### src/rtl/prism_pkg.sv
// prism_pkg: shared types and defaults for the PRISM config sequencer.
package prism_pkg;
    localparam int DEPTH_DEF        = 4;
    localparam int HALT_TIMEOUT_DEF = 255;

    typedef enum logic [2:0] {
        IDLE     = 3'd0,
        REQ_HALT = 3'd1,
        WRITE    = 3'd2,
        RESUME   = 3'd3,
        FLUSH    = 3'd4
    } state_t;

    typedef struct packed {
        logic [5:0]  addr;
        logic [31:0] data;
    } cmd_t;
endpackage

### src/rtl/prism_cmd_fifo.sv
// prism_cmd_fifo: command FIFO with single-cycle clear and occupancy output.
module prism_cmd_fifo
    import prism_pkg::*;
#(
    parameter int DEPTH = DEPTH_DEF
) (
    input  logic       clk,
    input  logic       rst_n,
    input  logic       push,
    input  logic       pop,
    input  logic       clr,
    input  cmd_t       wdata,
    output cmd_t       rdata,
    output logic       full,
    output logic       empty,
    output logic [3:0] level
);
    localparam int AW = $clog2(DEPTH);
    localparam logic [3:0] FULL_LVL = 4'(DEPTH);

    cmd_t          mem_q [DEPTH];
    logic [AW-1:0] wptr_q, rptr_q;
    logic [3:0]    cnt_q;
    logic          push_ok, pop_ok;

    assign full    = cnt_q == FULL_LVL;
    assign empty   = cnt_q == 4'd0;
    assign level   = cnt_q;
    assign rdata   = mem_q[rptr_q];
    assign push_ok = push && !full;
    assign pop_ok  = pop && !empty;

    always_ff @(posedge clk) begin
        if (push_ok) mem_q[wptr_q] <= wdata;
    end

    // Power-of-two depth lets the pointers wrap naturally.
    always_ff @(posedge clk) begin
        if (!rst_n || clr) begin
            wptr_q <= '0;
            rptr_q <= '0;
            cnt_q  <= '0;
        end else begin
            if (push_ok) wptr_q <= wptr_q + 1'b1;
            if (pop_ok) rptr_q <= rptr_q + 1'b1;
            cnt_q <= cnt_q + 4'(push_ok) - 4'(pop_ok);
        end
    end
endmodule

### src/rtl/prism_cfg_seq.sv
// prism_cfg_seq: queues host config writes and replays them into PRISM debug
// registers, halting the engine first when it is running.
module prism_cfg_seq
    import prism_pkg::*;
#(
    parameter int DEPTH        = DEPTH_DEF,
    parameter int HALT_TIMEOUT = HALT_TIMEOUT_DEF
) (
    input  logic        clk,
    input  logic        rst_n,
    input  logic        cmd_valid,
    output logic        cmd_ready,
    input  logic [5:0]  cmd_addr,
    input  logic [31:0] cmd_data,
    input  logic        exec_active,
    input  logic        halted,
    output logic        halt_req,
    output logic [5:0]  dbg_addr,
    output logic        dbg_wr,
    output logic [31:0] dbg_wdata,
    input  logic        err_clr,
    output logic        busy,
    output logic        timeout_err,
    output logic [3:0]  level
);
    localparam logic [7:0] CNT_LAST = 8'(HALT_TIMEOUT - 1);

    state_t     state_q, state_d;
    logic [7:0] cnt_q, cnt_d;
    logic       owned_q, owned_d;
    logic       err_q, err_d;
    logic       push, pop, full, empty;
    cmd_t       head;

    prism_cmd_fifo #(.DEPTH(DEPTH)) u_fifo (
        .clk   (clk),
        .rst_n (rst_n),
        .push  (push),
        .pop   (pop),
        .clr   (state_q == FLUSH),
        .wdata ('{addr: cmd_addr, data: cmd_data}),
        .rdata (head),
        .full  (full),
        .empty (empty),
        .level (level)
    );

    always_ff @(posedge clk) begin
        if (!rst_n) begin
            state_q <= IDLE;
            cnt_q   <= '0;
            owned_q <= 1'b0;
            err_q   <= 1'b0;
        end else begin
            state_q <= state_d;
            cnt_q   <= cnt_d;
            owned_q <= owned_d;
            err_q   <= err_d;
        end
    end

    always_comb begin
        state_d = state_q;
        cnt_d   = cnt_q;
        owned_d = owned_q;
        case (state_q)
            IDLE: if (!empty) begin
                state_d = exec_active ? REQ_HALT : WRITE;
                owned_d = exec_active;
                cnt_d   = '0;
            end
            REQ_HALT: begin
                state_d = halted ? WRITE : (cnt_q == CNT_LAST) ? FLUSH : REQ_HALT;
                cnt_d   = cnt_q + 8'd1;
            end
            // A push landing with the pop keeps the burst going.
            WRITE: state_d = (level > 4'd1 || push) ? WRITE : RESUME;
            RESUME, FLUSH: begin
                state_d = IDLE;
                owned_d = 1'b0;
            end
            default: state_d = IDLE;
        endcase
    end

    always_comb begin
        cmd_ready   = !full && state_q != FLUSH;
        push        = cmd_valid && cmd_ready;
        pop         = state_q == WRITE;
        dbg_wr      = pop;
        dbg_addr    = pop ? head.addr : '0;
        dbg_wdata   = pop ? head.data : '0;
        halt_req    = state_q == REQ_HALT || (state_q == WRITE && owned_q);
        busy        = state_q != IDLE || !empty;
        timeout_err = err_q;
        err_d       = state_q == FLUSH || (err_q && !err_clr);
    end
endmodule

### config.mk
export PLATFORM = sky130hd
export DESIGN_NAME = prism_cfg_seq
export DESIGN_NICKNAME = d
export VERILOG_FILES = /design/src/rtl/prism_pkg.sv /design/src/rtl/prism_cmd_fifo.sv /design/src/rtl/prism_cfg_seq.sv
export SDC_FILE = /design/constraint.sdc
export NUM_CORES = 1
export LEC_CHECK = 0
export BUFFER_PORTS_ARGS = -buffer_cell sky130_fd_sc_hd__buf_2
export CAP_MARGIN = 10
export CORE_MARGIN = 10
export CORE_UTILIZATION = 55
export CTS_CLUSTER_SIZE = 14
export DETAILED_ROUTE_END_ITERATION = 8
export PLACE_DENSITY_LB_ADDON = 0.3
export SLEW_MARGIN = 40
export SYNTH_ARGS = -nofsm -noshare
export SYNTH_HDL_FRONTEND = slang
export SYNTH_HIERARCHICAL = 1
export SYNTH_SLANG_ARGS = --single-unit
### constraint.sdc
create_clock -name clk -period 5.81 [get_ports clk]
set_input_delay 0.2905 -clock clk [delete_from_list [all_inputs] [get_ports clk]]
set_output_delay 0.2905 -clock clk [all_outputs]
set_load 0.01 [all_outputs]
==> metrics.cfg <==
[critical_path]
cp_slowest_stage_delay_ns=0.85
arrival_ns=3.66
worstPathMaxFanout=44
start_kind=flop
critPathTopFamily=simple AND/OR/NAND/NOR gates
path_buf_inv=3
crit_chain=inv_1 > and3_2 > nor2b_1 > and2_4 > inv_1 > ha_1 > inv_1 > ha_1 > fa_1 > xnor2_1 > nor2_1
worstPathRequired_ns=6.11
cp-end-kind=flop
worstSetupPathType=reg2reg
crit_path_frequent_cell=inv_1
slowest_stage=dfxtp_2

[synthesis]
yosysSeqAreaShare_pct=70.9
synth_edf_count=152
syn_area_mm2=0.00709
synth_cell_types=48
synth_area_leader_cell=edfxtp_1
synth.top_cells.by_area=edfxtp_1, mux4_2, dfxtp_1, and3_1, ha_1
ys_dominant_reg_cell=edfxtp_1
syn_avg_cell_area_um2=18.1
synth_top_area_share_pct=64.4
syn_inst=391
synth_nets=448
ys_warn_count=6
synthArstFlopShare_pct=0
ys_ff_latch=175

[global_routing]
first_global_vias=3898
antenna_found_initial=0
grt_max_degree=45
grt_overflow=0
grtUsageTotal_pct=15.4
grt_first_pass_wirelength_um=21200

[clock_network]
cts_tree=built
clock_latency_ns=0.42
clk_pin_slew_ns=0.07
cts-root-buf=clkbuf_16
post_cts_buffers=0
clock_sinks=175
htreeDepth=4
cts_buffers=17
cts_hold_buf=0
cts_repair_resize_count=0
clockBufferDepth=2

[place]
hpwl_um=8120
gp_congestion=0.790
port_buffers=90
dp_slack_ns=2.47
placed_cell_area_mm2=0.00767

[final_layout]
drive_gt1_share_pct=35.6
antenna_cells=0
final_nets=538
syn_to_final_growth_pct=17.1
final_util_pct=65.7
stdcell_area_mm2=0.00830

[sta]
final.setup.tns_ns=0
fin_crit_sh_pct=57.8
setup_viol=0
worst_slew_pin_slew_ns=0.848
period_needed_ns=3.36
slew_viol_final=0
hold_ws_ns=0.0848
rsz0062_at_grt=no
fin_skew_ns=0.00868
fmax_mhz=298
hold_viol_final=0
setup_slack_ns=2.45
max_slew_margin_pct=43.3

[worst_hold_path]
hold_class=in2reg

[die]
ios=91
dieArea_mm2=0.0178
rows=41
initial_core_util_pct=56.1
core_region_area_mm2=0.0126
die_h_um=134
fp.dieW_um=134

[power_and_ir_drop]
peakVddDrop_mv=0.285
p_per_area_mw_per_mm2=456
leakage_nw=3.10

[routing]
vias=3782
routed_wl_um=13400
drt_first_pass_iters=4
wl_per_cell_um=20.0
antenna_left=0
drtIter0Drc=312
avgViaCountPerCell=5.68
drc=0

[run_status]
outcome=complete, no violations

[flow_run]
drv_cap=0

[registers in the layout, indices dropped and copies added (netlist names), named ones only]
register / cells
cnt_q: 8
owned_q: 1
state_q: 3
timeout_err: 1
u_fifo/level: 4
u_fifo/mem_q: 152
u_fifo/rptr_q: 2
u_fifo/wptr_q: 2
[final cells by class]
type | count | area (µm²)
clock buffer | 17 | 425
clock inverter | 15 | 184
fill | 898 | 4320
inverter | 17 | 63.8
multi-input combinational | 179 | 1900
sequential | 175 | 5030
tap | 172 | 215
timing repair buffer | 91 | 470
[placed cells by master, fill, tap and decap left out, types with 5 or more instances in the layout]
master | Yosys | final
ha_1 | 12 | 12
clkbuf_16 | 0 | 17
nor2_1 | 9 | 8
and3_1 | 38 | 38
buf_2 | 4 | 90
mux4_2 | 38 | 38
mux2i_1 | 5 | 5
dfxtp_1 | 23 | 20
edfxtp_1 | 152 | 152
nand2_1 | 11 | 11
inv_1 | 16 | 16
a21oi_1 | 6 | 6
nor2b_1 | 5 | 5
[cells by family after synthesis]
logic type,synth area share [%]
flops,70.9
compound gates,2.40
xor+xnor,0.247
fa+ha+maj,2.40
buf+inv,2.54
mux,12.8
simple gates,8.71
[power by group]
| group | switching, mW | internal (mW) | leakage, nW |
|---|---|---|---|
| sequential | 0.128 | 1.57 | 1.58 |
| combinational | 0.484 | 0.449 | 1.23 |
| clock | 0.463 | 0.682 | 0.293 |
| total | 1.08 | 2.71 | 3.10 |
[cells in the mapped netlist (5+ instances only)]
cell type  number
edfxtp_1      152
and3_1         38
mux4_2         38
dfxtp_1        23
inv_1          16
ha_1           12
nand2_1        11
clkbuf_1        9
nor2_1          9
a21oi_1         6
and3_2          5
mux2i_1         5
nor2b_1         5
[per-layer routing]
| metal | up-vias | wire length, µm | track usage [%] |
|---|---|---|---|
| li1 | 1739 | - | - |
| met1 | 1900 | 5680 | 19.6 |
| met2 | 130 | 6620 | 24.3 |
| met3 | 13 | 852 | 4.10 |
| met4 | 0 | 201 | 7.07 |
| met5 | - | 0 | 0 |
[final timing paths]
| kind | cells past startpoint | endpoint | slack (ns) | start |
|---|---|---|---|---|
| min | 1 | u_fifo/mem_q[1][24]$_DFFE_PP_ | 0.08 | cmd_data[24] |
| max reg2reg | 11 | u_fifo/level[2]$_SDFF_PP0_ | 2.45 | state_q[1]$_SDFFE_PN0P_ |
| max | 11 | u_fifo/level[2]$_SDFF_PP0_ | 2.45 | state_q[1]$_SDFFE_PN0P_ |
| min reg2reg | 2 | flop | 0.48 | u_fifo/rptr_q[1]$_SDFFE_PP0P_ |
[per-stage QoR]
stage	total power, mW	cells
finish	3.78	666
global route	3.97	666
CTS	3.81	665
detailed placement	2.66	633
global placement	2.63	633
floorplan	2.36	391
No activity file was read; power rests on OpenSTA's default activity.
